--- src/rtl/keypad_pkg.sv ---
`default_nettype none
// +--------------------------------------------------------------------------+
// | keypad_pkg: 4x4 keypad layout, key-to-row/column map, emulator states    |
// | Rev 1.0                                                                  |
// +--------------------------------------------------------------------------+
package keypad_pkg;

  typedef enum logic [1:0] {
    IDLE           = 2'd0,
    BOUNCE_PRESS   = 2'd1,
    HOLD           = 2'd2,
    BOUNCE_RELEASE = 2'd3
  } emu_state_t;

  // Layout: row0 1 2 3 A | row1 4 5 6 B | row2 7 8 9 C | row3 E 0 F D
  function automatic logic [3:0] key2rc(input logic [3:0] code);
    logic [3:0] rc;
    unique case (code)
      4'h1: rc = {2'd0, 2'd0};
      4'h2: rc = {2'd0, 2'd1};
      4'h3: rc = {2'd0, 2'd2};
      4'hA: rc = {2'd0, 2'd3};
      4'h4: rc = {2'd1, 2'd0};
      4'h5: rc = {2'd1, 2'd1};
      4'h6: rc = {2'd1, 2'd2};
      4'hB: rc = {2'd1, 2'd3};
      4'h7: rc = {2'd2, 2'd0};
      4'h8: rc = {2'd2, 2'd1};
      4'h9: rc = {2'd2, 2'd2};
      4'hC: rc = {2'd2, 2'd3};
      4'hE: rc = {2'd3, 2'd0};
      4'h0: rc = {2'd3, 2'd1};
      4'hF: rc = {2'd3, 2'd2};
      4'hD: rc = {2'd3, 2'd3};
    endcase
    return rc;
  endfunction

endpackage
`default_nettype wire

--- src/rtl/lfsr8.sv ---
`default_nettype none
// +--------------------------------------------------------------------------+
// | lfsr8: 8-bit Fibonacci LFSR (taps 8,6,5,4) with step enable              |
// | Rev 1.0                                                                  |
// +--------------------------------------------------------------------------+
module lfsr8 #(
  parameter logic [7:0] SEED = 8'hA5
) (
  input  logic       clk,
  input  logic       reset,
  input  logic       en,
  output logic [7:0] q
);

  always_ff @(posedge clk or negedge reset) begin
    if (!reset) begin
      q <= SEED;
    end else if (en) begin
      q <= {q[6:0], q[7] ^ q[5] ^ q[4] ^ q[3]};
    end
  end

endmodule
`default_nettype wire

--- src/rtl/keypad_emulator.sv ---
`default_nettype none
// +--------------------------------------------------------------------------+
// | keypad_emulator: passive 4x4 keypad matrix with press/release bounce     |
// | Rev 1.0                                                                  |
// +--------------------------------------------------------------------------+
module keypad_emulator
  import keypad_pkg::*;
#(
  parameter int         BOUNCE_CYCLES = 4800,
  parameter int         HOLD_W        = 24,
  parameter logic [7:0] LFSR_SEED     = 8'hA5
) (
  input  logic              clk,
  input  logic              reset,
  input  logic [3:0]        rowScan,
  output logic [3:0]        colOut,
  input  logic              key_valid,
  input  logic [3:0]        key_code,
  input  logic [HOLD_W-1:0] hold_cycles,
  output logic              key_ready,
  output logic              pressed,
  output logic              done
);

  localparam int BNC_W = $clog2(BOUNCE_CYCLES + 1);
  localparam int CNT_W = (HOLD_W > BNC_W) ? HOLD_W : BNC_W;
  localparam logic [CNT_W-1:0] CNT_ONE  = CNT_W'(1);
  localparam logic [CNT_W-1:0] BNC_LOAD =
    (BOUNCE_CYCLES > 0) ? CNT_W'(BOUNCE_CYCLES - 1) : '0;

  emu_state_t       state;
  logic [CNT_W-1:0] cnt;
  logic [CNT_W-1:0] hold_len;
  logic [CNT_W-1:0] hold_ext;
  logic [CNT_W-1:0] hold_load;
  logic [1:0]       key_row;
  logic [1:0]       key_col;
  logic [7:0]       lfsr_q;
  logic             lfsr_en;
  logic             contact;
  logic [3:0]       col_next;

  // Counter holds "cycles remaining minus one", so a zero hold becomes one cycle
  assign hold_ext  = CNT_W'(hold_cycles);
  assign hold_load = (hold_cycles == '0) ? '0 : hold_ext - CNT_ONE;
  assign lfsr_en   = (state == BOUNCE_PRESS) || (state == BOUNCE_RELEASE);

  lfsr8 #(
    .SEED (LFSR_SEED)
  ) u_lfsr (
    .clk   (clk),
    .reset (reset),
    .en    (lfsr_en),
    .q     (lfsr_q)
  );

  always_comb begin
    contact  = 1'b0;
    col_next = 4'hF;
    unique case (state)
      BOUNCE_PRESS, BOUNCE_RELEASE: contact = lfsr_q[0];
      HOLD:                         contact = 1'b1;
      default:                      contact = 1'b0;
    endcase
    if (contact && !rowScan[key_row]) begin
      col_next[key_col] = 1'b0;
    end
  end

  always_ff @(posedge clk or negedge reset) begin
    if (!reset) begin
      state     <= IDLE;
      cnt       <= '0;
      hold_len  <= '0;
      key_row   <= 2'd0;
      key_col   <= 2'd0;
      key_ready <= 1'b1;
      pressed   <= 1'b0;
      done      <= 1'b0;
      colOut    <= 4'hF;
    end else begin
      done   <= 1'b0;
      colOut <= col_next;
      case (state)
        IDLE: begin
          if (key_valid && key_ready) begin
            {key_row, key_col} <= key2rc(key_code);
            hold_len  <= hold_load;
            key_ready <= 1'b0;
            pressed   <= 1'b1;
            if (BOUNCE_CYCLES > 0) begin
              state <= BOUNCE_PRESS;
              cnt   <= BNC_LOAD;
            end else begin
              state <= HOLD;
              cnt   <= hold_load;
            end
          end
        end
        BOUNCE_PRESS: begin
          if (cnt == '0) begin
            state <= HOLD;
            cnt   <= hold_len;
          end else begin
            cnt <= cnt - CNT_ONE;
          end
        end
        HOLD: begin
          if (cnt != '0) begin
            cnt <= cnt - CNT_ONE;
          end else if (BOUNCE_CYCLES > 0) begin
            state <= BOUNCE_RELEASE;
            cnt   <= BNC_LOAD;
          end else begin
            state     <= IDLE;
            done      <= 1'b1;
            pressed   <= 1'b0;
            key_ready <= 1'b1;
          end
        end
        BOUNCE_RELEASE: begin
          if (cnt == '0) begin
            state     <= IDLE;
            done      <= 1'b1;
            pressed   <= 1'b0;
            key_ready <= 1'b1;
          end else begin
            cnt <= cnt - CNT_ONE;
          end
        end
        default: state <= IDLE;
      endcase
    end
  end

endmodule
`default_nettype wire

--- config.mk ---
export PLATFORM = sky130hd
export DESIGN_NAME = keypad_emulator
export DESIGN_NICKNAME = d
export VERILOG_FILES = /design/src/rtl/keypad_pkg.sv /design/src/rtl/lfsr8.sv /design/src/rtl/keypad_emulator.sv
export SDC_FILE = /design/constraint.sdc
export NUM_CORES = 1
export LEC_CHECK = 0
export ABC_AREA = 1
export ABC_CLOCK_PERIOD_IN_PS = 2000
export BUFFER_PORTS_ARGS = -buffer_cell sky130_fd_sc_hd__buf_2
export CAP_MARGIN = 20
export CELL_PAD_IN_SITES_DETAIL_PLACEMENT = 1
export CELL_PAD_IN_SITES_GLOBAL_PLACEMENT = 2
export CORE_ASPECT_RATIO = 0.9
export CORE_MARGIN = 3
export CORE_UTILIZATION = 35
export CTS_BUF_LIST = sky130_fd_sc_hd__clkbuf_8
export CTS_CLUSTER_SIZE = 28
export DETAILED_ROUTE_END_ITERATION = 12
export GPL_ROUTABILITY_DRIVEN = 0
export PLACE_DENSITY_LB_ADDON = 0.1
export SYNTH_ARGS = -nofsm -noshare
export SYNTH_HDL_FRONTEND = slang
export SYNTH_SLANG_ARGS = --single-unit
--- constraint.sdc ---
create_clock -name clk -period 2 [get_ports clk]
set_input_delay 0.1 -clock clk [delete_from_list [all_inputs] [get_ports clk]]
set_output_delay 0.1 -clock clk [all_outputs]
set_load 0.005 [all_outputs]
* After elaboration in Yosys (flattened, before gate mapping) *
Memories as Yosys holds them, arrays and structs flattened. A register that Yosys moved wholly into a read port is not among the register bits.
Cells that the tools add are included.

storage, ports and cells
  memory bits (read-only) = 64
  bits in registers = 65
  bits in writable memories = 0
  logic and storage cells = 67
  memories kept = 1
  latch bits = 0

cells by class
  add/sub/neg operators = 2
  shifts and indexed selects = 0
  multiplexer cells = 25
  div/mod/pow operators = 0
  multipliers = 0
  magnitude comparators = 3
  bitwise gates (word level) = 4
  reduce and logical (&&, ||, !) cells = 16
  equal/unequal tests = 8

memory list
  memory            words  bits a word  read ports  clocked after Yosys merged registers in  wr ports  line              text
  (name not given)  16     4            1           1                                        0         keypad_pkg.sv:18  unique case (code)

operators by type and width
  operator                 number
  $mux W24                 5
  $pmux W24 S4             1
  $logic_not A24 Y1        2
  $sub A24 B1 Y24 const B  2
  $reduce_bool A24 Y1      1
  $mux W1                  8
  $mux W2                  4
  $pmux W2 S4              1
  $lt A2 B3 Y1 const B     2
  $ne A2 B2 Y1 const B     3
  $pmux W1 S2              3
  $eq A2 B2 Y1 const B     2
  $mux W4                  1
  $ne A2 B1 Y1 const B     2
  $not A4 Y4               1
  $reduce_and A2 Y1        2
  $reduce_and A4 Y1        1
  $logic_and A1 B1 Y1      3
  $reduce_and A3 Y1        1
  $xor A1 B1 Y1            3
  $bmux W1 S2              1
  $demux W1 S2             1
  $eq A2 B1 Y1 const B     1
  $ge A2 B1 Y1 const B     1
  other kinds (5)          6

* Logic depth before layout (Yosys ltp) *
Gate-level depths: netlist of the first run.

  depth in word-level cells = 6
  depth in mapped cells = 12

* Hierarchy *
From an unflattened synthesis of the first run, not the netlist that was laid out.

second synthesis, totals
  cell total of the unflattened synthesis = 627
  area, all modules = 4,538.1 µm²

modules (own cells, without submodules)
  module           area each (µm²)  cells each  instances
  keypad_emulator  4,170.2          581         1
  lfsr8            367.9            46          1

* Least setup slack after synthesis of the first run *
No wires, ideal clock.

  kind = reg2reg
  start = register state[0]
  end = register cnt[11]
  data required time = 1,884 ps
  clock period less this slack = 1,716 ps
  setup time = 116 ps
  arrival time = 1,600 ps
  cell stages (with the launch flop) = 11
  setup slack = 284 ps
  cell sequence = dfrtp_1 inv_1 ha_1 inv_1 a21oi_1 clkinv_1 nand2_4 nor2_4 buf_6 nand2_1 nand2_1

on the way
  cells in the longest elaborated chain, start to end = 3
  elaborated cells on any way between the ends = 8
  classes of those cells = eq/ne (5); mux (1); reduce/logical (2)

RTL lines
  item                                                     line                    text
  from (decl)                                              keypad_emulator.sv:31   emu_state_t state;
  from (signal assigned)                                   keypad_emulator.sv:72   state <= IDLE;
  from (signal assigned)                                   keypad_emulator.sv:92   state <= BOUNCE_PRESS;
  from (signal assigned)                                   keypad_emulator.sv:95   state <= HOLD;
  $eq A2 B2 Y1 / $logic_not A2 Y1 (equally long branches)  keypad_emulator.sv:84   case (state)
  $ne A2 B2 Y1 (no source line)                            --
  $reduce_and A2 Y1 (no source line)                       --
  to (signal assigned)                                     keypad_emulator.sv:96   cnt <= hold_load;
  to (signal assigned)                                     keypad_emulator.sv:103  cnt <= hold_len;
  to (signal assigned)                                     keypad_emulator.sv:105  cnt <= cnt - CNT_ONE;
  to (decl)                                                keypad_emulator.sv:32   logic [CNT_W-1:0] cnt;

Parallel ways exist; a longest one is shown, timed or not.
A chain may end at the register's enable or synchronous reset.

* Worst setup path after layout of the first run *
  start = register state[0]
  end = register cnt[3]

The elaborated chain is that of the path after synthesis.

==> impl_metrics.env, run 1 <==
export IMPL_status="finished, final reports clean"
export IMPL_core_um2=12400
export IMPL_fillers=1613
export IMPL_antenna_found_initial=0
export IMPL_syn2layout_area_growth_pct=18.4
export IMPL_num_antenna_cells=0
export IMPL_vias=4210
export IMPL_finalCriticalPeriod_ns=1.85
export IMPL_relSlewSlack=0.479
export IMPL_cp_required_ns=2.25
export IMPL_synth_nets=672
export IMPL_worstHoldEndpoint="key_col[1]$_DFFE_PN0P_"
export IMPL_final_cell_mix="nand2_1 (236), nor2_1 (69), dfrtp_1 (60), inv_1 (46), buf_2 (41)"
export IMPL_cts_htree_levels=3
export IMPL_design_die_area_um2=14400
export IMPL_drive_gt1_frac=0.200
export IMPL_drt_iter0_drc=145
export IMPL_ir_drop_uv=266
export IMPL_grt_pass1_wl_um=22500
export IMPL_gr_total_overflow=0
export IMPL_fin_worst_hold_slack_ns=0.0270
export IMPL_finalCritPeriodShare=0.925
export IMPL_end_kind="flop"
export IMPL_max_stage_delay_ns=0.43
export IMPL_wl_per_cell_um=15.3
export IMPL_fmax_mhz=541
export IMPL_syn_area_um2=4540
export IMPL_grt_pass1_vias=4386
export IMPL_cp_slowest_cell="dfrtp_1"
export IMPL_drc=0
export IMPL_cts_tree="done"
export IMPL_fp_dieW_um=126
export IMPL_path_max_fanout=8
export IMPL_dieHeight_um=114
export IMPL_grt_max_degree=35
export IMPL_reg2reg_depth=6
export IMPL_ys_seq_elements=69
export IMPL_io_pins=42
export IMPL_path_cells="inv_1, ha_1, nor2_1, nand2_1, a21oi_1, a21oi_1"
export IMPL_critPathKind="flop to flop"
export IMPL_setup_tns_ns=0
export IMPL_rsz0062_at_grt="false"
export IMPL_cts_sinks=69
export IMPL_initial_core_util=0.368
export IMPL_clk_path_buf_depth=2
export IMPL_fin_skew_ns=0.0118
export IMPL_grt_busiest_layer="met2"
export IMPL_yosysUniqueCellTypes=34
export IMPL_track_usage=0.196
export IMPL_postRouteAntennaNets=0
export IMPL_power_density_nw_per_um2=511
export IMPL_avgSynthCellArea_um2=7.22
export IMPL_power_frac_comb=0.058
export IMPL_use_met2=0.308
export IMPL_port_buffer_count=41
export IMPL_hold_class="primary input to flop"
export IMPL_synth_edf_count=0
export IMPL_final_max_slew_violation_count=0
export IMPL_cts_root_buf="clkbuf_8"
export IMPL_yosys_warnings=0
export IMPL_avgViaCountPerCell=4.84
export IMPL_switchingPower_mw=0.689
export IMPL_startpoint_type="flop"
export IMPL_regToRegEndpoint="cnt[3]$_DFFE_PN0P_"
export IMPL_clkPwrFrac=0.435
export IMPL_clk_latency_ns=0.37
export IMPL_hold_viol=0
export IMPL_drt_wl_total_um=13300
export IMPL_synth_main_ff_cell="dfrtp_1"
export IMPL_r2r_slack_ns=0.15
export IMPL_seq_area_frac_synth=0.382
export IMPL_min_path_cells=3
export IMPL_holdCritStartpoint="key_code[3]"
export IMPL_grtUsageMet3=0.0326
export IMPL_worstMarginPinSlew_ns=0.781
export IMPL_worstPathArrival_ns=2.10
export IMPL_clk_pin_slew_ns=0.08
export IMPL_cp_common_cell="a21oi_1"
export IMPL_nets=748
export IMPL_pwr_share_seq=0.507
export IMPL_async_reset_ff_frac=1.00
export IMPL_dr_pass1_iters=6
export IMPL_final_common_cell="nand2_1"
export IMPL_synthCells=629
export IMPL_p_leak_nw=2.72
export IMPL_cts_buffers=9
export IMPL_grt_met1_usage=0.272
export IMPL_rows=38
export IMPL_intPower_mw=2.06
export IMPL_rr_startpoint="state[0]$_DFFE_PN0P_"
export IMPL_hpwl_um=10500
export IMPL_p_sw_frac=0.251
export IMPL_setup_violations=0
export IMPL_drv_cap=0
[what timing repair did]
| item | CTS | global route |
|---|---|---|
| buffers inserted | 0 | 1 |
| hold endpoints to repair | 24 | 0 |
| resized for setup | 0 | 3 |
| setup endpoints to repair | 0 | 21 |
| hold buffers | 2 | 0 |
[cell families after synthesis]
family | synth area share
fa+ha+maj | 0.0220
simple gates | 0.369
xor+xnor | 0.0694
flops | 0.382
compound gates | 0.0994
buf+inv | 0.0578
[layer usage]
metal / wire length (µm) / up-vias / share of wire
met5: 0 / - / 0
met4: 265 / 0 / 0.020
met3: 424 / 15 / 0.032
met2: 5890 / 64 / 0.44
met1: 6720 / 1984 / 0.51
li1: - / 2147 / -
[layout make-up]
type / instances / area (µm²) / share of cell area
tap: 160 / 200 / 0.0372
timing repair buffer: 76 / 510 / 0.0949
sequential: 69 / 1740 / 0.323
multi-input combinational: 502 / 2560 / 0.475
clock buffer: 10 / 138 / 0.0256
inverter: 47 / 176 / 0.0328
clock inverter: 6 / 62.6 / 0.0116
[power groups by stage]
stage | clock, mW | combinational, mW | sequential [mW]
after floorplan | 0 | 0.0573 | 1.42
after global placement | 0 | 0.156 | 1.42
after detailed placement | 0 | 0.160 | 1.42
after CTS | 1.23 | 0.164 | 1.39
after global routing | 1.29 | 0.183 | 1.39
final | 1.20 | 0.159 | 1.39
[worst max path at each step]
| stage | depth (start not counted) | slack, ns | endpoint | start |
|---|---|---|---|---|
| finish | 6 | 0.15 | cnt[3]$_DFFE_PN0P_ | state[0]$_DFFE_PN0P_ |
| global route | 6 | 0.001 | cnt[2]$_DFFE_PN0P_ | state[0]$_DFFE_PN0P_ |
| CTS | 7 | 0.07 | cnt[2]$_DFFE_PN0P_ | cnt[14]$_DFFE_PN0P_ |
| detailed placement | 7 | 0.08 | cnt[2]$_DFFE_PN0P_ | cnt[14]$_DFFE_PN0P_ |
| global placement | 10 | 0.13 | cnt[18]$_DFFE_PN0P_ | cnt[14]$_DFFE_PN0P_ |
| floorplan | 10 | 0.28 | cnt[11]$_DFFE_PN0P_ | state[0]$_DFFE_PN0P_ |
[sequential cells by signal, indices dropped and copies added, names as in the netlist]
register	count
cnt	24
colOut	4
done	1
hold_len	24
key_col	2
key_ready	1
key_row	2
pressed	1
state	2
u_lfsr.q	8
[Yosys cell counts, types with 5 or more instances]
cell type / number / area (µm²)
nand2_1: 237 / 890
nor2_1: 69 / 259
dfrtp_1: 60 / 1500
inv_1: 45 / 169
o21ai_0: 30 / 150
nand3_1: 27 / 135
a21oi_1: 22 / 110
xor2_1: 20 / 175
xnor2_1: 16 / 140
o21ai_1: 15 / 75.1
nor2_4: 10 / 113
dfstp_2: 9 / 236
nor2_2: 9 / 56.3
ha_1: 8 / 100
nand4_1: 8 / 50.1
a21oi_2: 6 / 52.6
nand2_2: 5 / 31.3
[through the flow]
step                      power, mW   util  std cells  worst slack, ns  area (µm²)
after floorplan                1.48      -        629            0.284        4540
after global placement         1.58  0.415        851            0.129        5130
after detailed placement       1.58  0.415        851           0.0798        5130
after CTS                      2.79  0.433        869           0.0666        5350
after global routing           2.87  0.435        870          0.00136        5380
final                          2.75  0.435        870            0.151        5380
[critical path, delay by kind of cell (launching register included)]
kind                     cells  cell delay, ns
adder cells (fa/ha/maj)      1            0.28
AND/OR/NAND/NOR              2            0.49
AO/OA/AOI/OAI                2            0.42
buffers and inverters        1            0.11
flip-flops                   1            0.43
Note: power is estimated with default switching activity, not from simulation.
==> run 2, diff against run 1 <==
- ABC_CLOCK_PERIOD_IN_PS: 2000 -> 1700
- CORE_UTILIZATION: 35 -> 32
- clock period: 2 -> 1.7 ns (I/O delays scaled with it)
==> run 2 against run 1 <==
  * Critical path depth up 5
  * Clock-buffer cell count unchanged
  * Register-to-register slack worse by 0.21 ns
  * Cell area up 16%
  * Flip-flop and latch count unchanged
  * The run now ends with setup timing left
  * Global-route usage down 0.94 points
  * Combinational power up 19%
  * Non-clock buffer count up 65
  * Die area up 8.9%
  * Clock power up 21%
  * Hold slack better by 0.027 ns
==> impl_metrics.env, run 2 (synthesis results as in run 1) <==
export IMPL_status="finished, violations left"
export IMPL_violations="setup timing"
export IMPL_dieHeight_um=119
export IMPL_dr_pass1_iters=4
export IMPL_nets=814
export IMPL_power_density_nw_per_um2=527
export IMPL_dpl_cell_area_um2=5540
export IMPL_vias=4557
export IMPL_cts_sinks=69
export IMPL_postRouteAntennaNets=0
export IMPL_drc=0
export IMPL_critPathKind="flop to flop"
export IMPL_fin_skew_ns=0.00920
export IMPL_rsz0062_at_grt="true"
export IMPL_design_die_area_um2=15700
export IMPL_clk_path_buf_depth=2
export IMPL_cts_tree="done"
export IMPL_clk_latency_ns=0.36
export IMPL_wl_per_cell_um=15.1
export IMPL_path_cells="nor2_2, nand2_2, buf_6, nor2_4, buf_6, nand4_4, nand2_4, nor2_4, buf_12, nand2_2, nand2_1"
export IMPL_worstMarginPinSlew_ns=0.381
export IMPL_p_leak_nw=3.15
export IMPL_drive_gt1_frac=0.356
export IMPL_hold_class="primary input to flop"
export IMPL_hpwl_um=11000
export IMPL_cp_required_ns=1.95
export IMPL_fin_worst_hold_slack_ns=0.0539
export IMPL_cts_buffers=9
export IMPL_core_um2=13600
export IMPL_antenna_found_initial=0
export IMPL_drt_iter0_drc=186
export IMPL_initial_core_util=0.334
export IMPL_grt_pass1_vias=4774
export IMPL_max_stage_delay_ns=0.42
export IMPL_finalCritPeriodShare=1.04
export IMPL_reg_top3="cnt: 24 flops, hold_len: 24 flops, u_lfsr.q: 8 flops"
export IMPL_path_max_fanout=12
export IMPL_fin_area_um2=6220
export IMPL_final_max_slew_violation_count=0
export IMPL_worstPathArrival_ns=2.01
export IMPL_fp_dieW_um=132
export IMPL_syn2layout_area_growth_pct=36.9
export IMPL_port_buffer_count=41
export IMPL_io_pins=42
export IMPL_final_core_util=0.457
export IMPL_drv_cap=0
export IMPL_finalCriticalPeriod_ns=1.76
export IMPL_cts_htree_levels=3
export IMPL_grt_max_degree=70
export IMPL_setup_tns_ns=-0.940
export IMPL_clk_pin_slew_ns=0.08
export IMPL_hold_viol=0
export IMPL_avgViaCountPerCell=4.72
export IMPL_cp_slowest_cell="dfrtp_1"
export IMPL_num_antenna_cells=0
export IMPL_gr_total_overflow=0
export IMPL_fin_ws_ns=-0.0597
export IMPL_grt_pass1_wl_um=23800
export IMPL_dp_slack_ns=-0.148
export IMPL_ir_drop_uv=292
export IMPL_rows=40
export IMPL_end_kind="flop"
export IMPL_drt_wl_total_um=14600
export IMPL_total_power_mw=3.28
export IMPL_fmax_mhz=568
export IMPL_startpoint_type="flop"
export IMPL_fin_cells=965
export IMPL_setup_violations=27
export IMPL_relSlewSlack=0.746
export IMPL_cts_root_buf="clkbuf_8"
export IMPL_final_common_cell="nand2_1"
export IMPL_track_usage=0.187
export IMPL_final_cell_mix="nand2_1 (205), buf_4 (84), dfrtp_1 (59), nor2_1 (56)"
export IMPL_place_inst=925
run 2: cell types whose count changed in the layout (fill, tap and decap cells not counted), sizes merged:
cell | previous run | this run
buf | 74 | 138
inv | 47 | 46
nand2 | 245 | 246
clkinvlp | 2 | 3
dlygate4sd3 | 2 | 3
run 2: report_power, final:
| group | internal [mW] | total, mW | leakage [nW] | switching, mW |
|---|---|---|---|---|
| Sequential | 1.64 | 1.64 | 0.910 | 0 |
| Clock | 0.731 | 1.45 | 0.101 | 0.717 |
| Combinational | 0.0697 | 0.189 | 2.13 | 0.119 |
| Total | 2.44 | 3.28 | 3.15 | 0.836 |
run 2: final cells by class:
cell class                      instances  area, µm²
Fill cell                            1747       7390
Clock buffer                           10        138
Sequential cell                        69       1740
Multi-Input combinational cell        503       2800
Timing Repair Buffer                  141       1060
Tap cell                              189        236
Inverter                               47        181
Clock inverter                          6       70.1
run 2: worst paths after layout:
kind,start,end,slack (ns),depth (start not counted)
max in group asynchronous,reset,u_lfsr.q[7]$_DFFE_PN1P_,1.05,3
min in group asynchronous,reset,hold_len[1]$_DFFE_PN0P_,0.32,3
min,hold_cycles[6],hold_len[6]$_DFFE_PN0P_,0.05,3
max reg2reg,cnt[16]$_DFFE_PN0P_,cnt[19]$_DFFE_PN0P_,-0.06,11
min reg2reg,key_col[1]$_DFFE_PN0P_,colOut[3]$_DFF_PN1_,0.43,1
max,cnt[16]$_DFFE_PN0P_,cnt[19]$_DFFE_PN0P_,-0.06,11
run 2: repair_timing:
action | CTS | global route
pin swaps | 13 | 20
gates resized for setup | 17 | 79
hold endpoints to repair | 62 | 0
gates cloned | 1 | 0
hold buffers | 3 | 0
buffers inserted | 12 | 8
setup endpoints to repair | 26 | 39
run 2: routing by layer:
metal / routed length [µm] / GRT usage
met4: 227 / 0.0531
met1: 7220 / 0.266
met5: 0 / 0
met2: 6840 / 0.302
met3: 294 / 0.0186
run 2: worst max-delay path, delay by kind of cell, from the launching register on:
kind	cells	cell delay, ns
and+or+nand+nor	8	0.80
buffers and inverters	3	0.41
DFF	1	0.42
==> run 3, diff against run 2 <==
- CORE_MARGIN: 3 -> default
- PLACE_DENSITY: default -> 0.84
- PLACE_DENSITY_LB_ADDON: 0.1 -> default
==> run 3 against run 2 <==
  * The run still ends with setup timing left
  * Non-clock buffer count down 16
  * Die area down 6.3%
  * Sequential share of layout area increased by 1.4 points
  * Critical path depth unchanged
  * Clock-buffer cell count grew 1
  * Largest power group unchanged
  * Utilization is 2.3 points lower
  * Clock power fell by 4%
  * Global-route usage increased by 1.8 points
  * Clock skew down 0.00056 ns
==> impl_metrics.env, run 3 (synthesis results as in run 1) <==
export IMPL_drt_wl_total_um=14000
export IMPL_final_core_util=0.435
export IMPL_final_common_cell="nand2_1"
export IMPL_clk_pin_slew_ns=0.08
export IMPL_setup_violations=19
export IMPL_num_antenna_cells=0
export IMPL_dpl_cell_area_um2=5520
export IMPL_cts_sinks=69
export IMPL_p_sw_frac=0.237
export IMPL_grt_max_degree=37
export IMPL_gr_total_overflow=0
export IMPL_fmax_mhz=572
export IMPL_p_leak_nw=3.00
export IMPL_worstMarginPinSlew_ns=0.479
export IMPL_nets=797
export IMPL_fin_ws_ns=-0.0472
export IMPL_rsz0062_at_grt="true"
export IMPL_design_die_area_um2=14700
export IMPL_finalCriticalPeriod_ns=1.75
export IMPL_startpoint_type="flop"
export IMPL_fin_skew_ns=0.00864
export IMPL_drv_cap=0
export IMPL_cp_startpoint="cnt[5]$_DFFE_PN0P_"
export IMPL_fin_area_um2=5920
export IMPL_reg_top3="cnt: 24 flops, hold_len: 24 flops, u_lfsr.q: 8 flops"
export IMPL_track_usage=0.205
export IMPL_cts_htree_levels=3
export IMPL_rows=40
export IMPL_violations="setup timing"
export IMPL_drt_iter0_drc=163
export IMPL_power_frac_comb=0.058
export IMPL_io_pins=42
export IMPL_switchingPower_mw=0.764
export IMPL_grt_pass1_vias=4705
export IMPL_core_um2=13600
export IMPL_ir_drop_uv=316
export IMPL_cts_tree="done"
export IMPL_avgViaCountPerCell=4.72
export IMPL_relSlewSlack=0.681
export IMPL_vias=4471
export IMPL_clk_path_buf_depth=2
export IMPL_dp_slack_ns=-0.118
export IMPL_clkPwrFrac=0.432
export IMPL_intPower_mw=2.45
export IMPL_end_kind="flop"
export IMPL_antenna_found_initial=0
export IMPL_dieHeight_um=115
export IMPL_seq_area_um2=1740
export IMPL_multi_input_comb_area_um2=2660
export IMPL_status="finished, violations left"
export IMPL_hpwl_um=11000
export IMPL_initial_core_util=0.334
export IMPL_syn2layout_area_growth_pct=30.2
export IMPL_cts_buffers=9
export IMPL_dr_pass1_iters=4
export IMPL_pwr_share_seq=0.510
export IMPL_hold_class="primary input to flop"
export IMPL_cp_required_ns=1.95
export IMPL_holdCritStartpoint="key_code[3]"
export IMPL_path_cells="nor2_2, nand2_2, buf_6, nor2_4, nand3_4, o21ai_4, nand2_4, nand2_1, nand2_1, nand2_1, nand2_1"
export IMPL_cp_slowest_cell="dfrtp_1"
export IMPL_port_buffer_count=41
export IMPL_postRouteAntennaNets=0
export IMPL_final_cell_mix="nand2_1 (231), buf_4 (74), nor2_1 (61), dfrtp_1 (60), inv_1 (44)"
export IMPL_fillers=1773
export IMPL_hold_viol=0
export IMPL_power_density_nw_per_um2=544
export IMPL_wl_per_cell_um=14.7
export IMPL_grt_pass1_wl_um=23100
export IMPL_final_max_slew_violation_count=0
export IMPL_cp_common_cell="nand2_1"
export IMPL_finalCritPeriodShare=1.03
export IMPL_drive_gt1_frac=0.285
export IMPL_rr_startpoint="cnt[5]$_DFFE_PN0P_"
export IMPL_path_max_fanout=12
export IMPL_worstPathArrival_ns=2.00
export IMPL_max_stage_delay_ns=0.43
export IMPL_drc=0
export IMPL_cts_root_buf="clkbuf_8"
export IMPL_setup_tns_ns=-0.250
export IMPL_fp_dieW_um=128
export IMPL_critPathKind="flop to flop"
export IMPL_clk_latency_ns=0.37
-- run 3: layout make-up --
class | count | area share
sequential | 69 | 0.294
multi-input combinational | 502 | 0.449
clock buffer | 11 | 0.0256
tap | 189 | 0.0400
clock inverter | 5 | 0.00867
inverter | 47 | 0.0300
timing repair buffer | 125 | 0.153
-- run 3: what timing repair did --
item / CTS / global route
gates resized for setup: 7 / 35
endpoints found under the hold margin: 61 / 0
buffers inserted: 3 / 2
endpoints found under the setup margin: 23 / 33
hold buffers: 2 / 0
pin swaps: 2 / 11
-- run 3: worst paths after layout --
kind / to / slack, ns / cells past startpoint
max in group asynchronous: hold_len[19]$_DFFE_PN0P_ / 0.99 / 3
min in group asynchronous: key_row[0]$_DFFE_PN0P_ / 0.04 / 2
worst max register to register: cnt[15]$_DFFE_PN0P_ / -0.05 / 11
worst min register to register: colOut[3]$_DFF_PN1_ / 0.43 / 1
worst max-delay path: cnt[15]$_DFFE_PN0P_ / -0.05 / 11
worst min-delay path: key_col[1]$_DFFE_PN0P_ / 0.02 / 3
-- run 3: layer usage --
layer  up-vias  wire length, µm  GRT usage
met3        23              493     0.0419
met5         -                0          0
met1      2128             6600      0.263
met2        79             6650      0.352
met4         0              232     0.0541
li1       2241                -          -
-- run 3: worst max-delay path, delay by kind of cell, from the launching register on --
kind                   cells  cell delay (ns)
AND/OR/NAND/NOR            9             0.96
flip-flops                 1             0.43
buffers and inverters      1             0.13
AO/OA/AOI/OAI              1             0.10
-- run 3: per-stage QoR --
| step | hold slack [ns] | total power [mW] | instances |
|---|---|---|---|
| detailed placement | -0.106 | 1.86 | 925 |
| finish | 0.0208 | 3.22 | 948 |
| global placement | -0.111 | 1.85 | 925 |
| global route | 0.0450 | 3.33 | 948 |
| floorplan | -0.211 | 1.74 | 629 |
| CTS | 0.00742 | 3.27 | 946 |
-- run 3: power by group through the flow --
stage / Clock (mW) / Combinational, mW / Sequential, mW
floorplan: 0 / 0.0674 / 1.67
global placement: 0 / 0.177 / 1.67
global route: 1.48 / 0.213 / 1.64
finish: 1.39 / 0.186 / 1.64
CTS: 1.44 / 0.191 / 1.64
detailed placement: 0 / 0.187 / 1.67
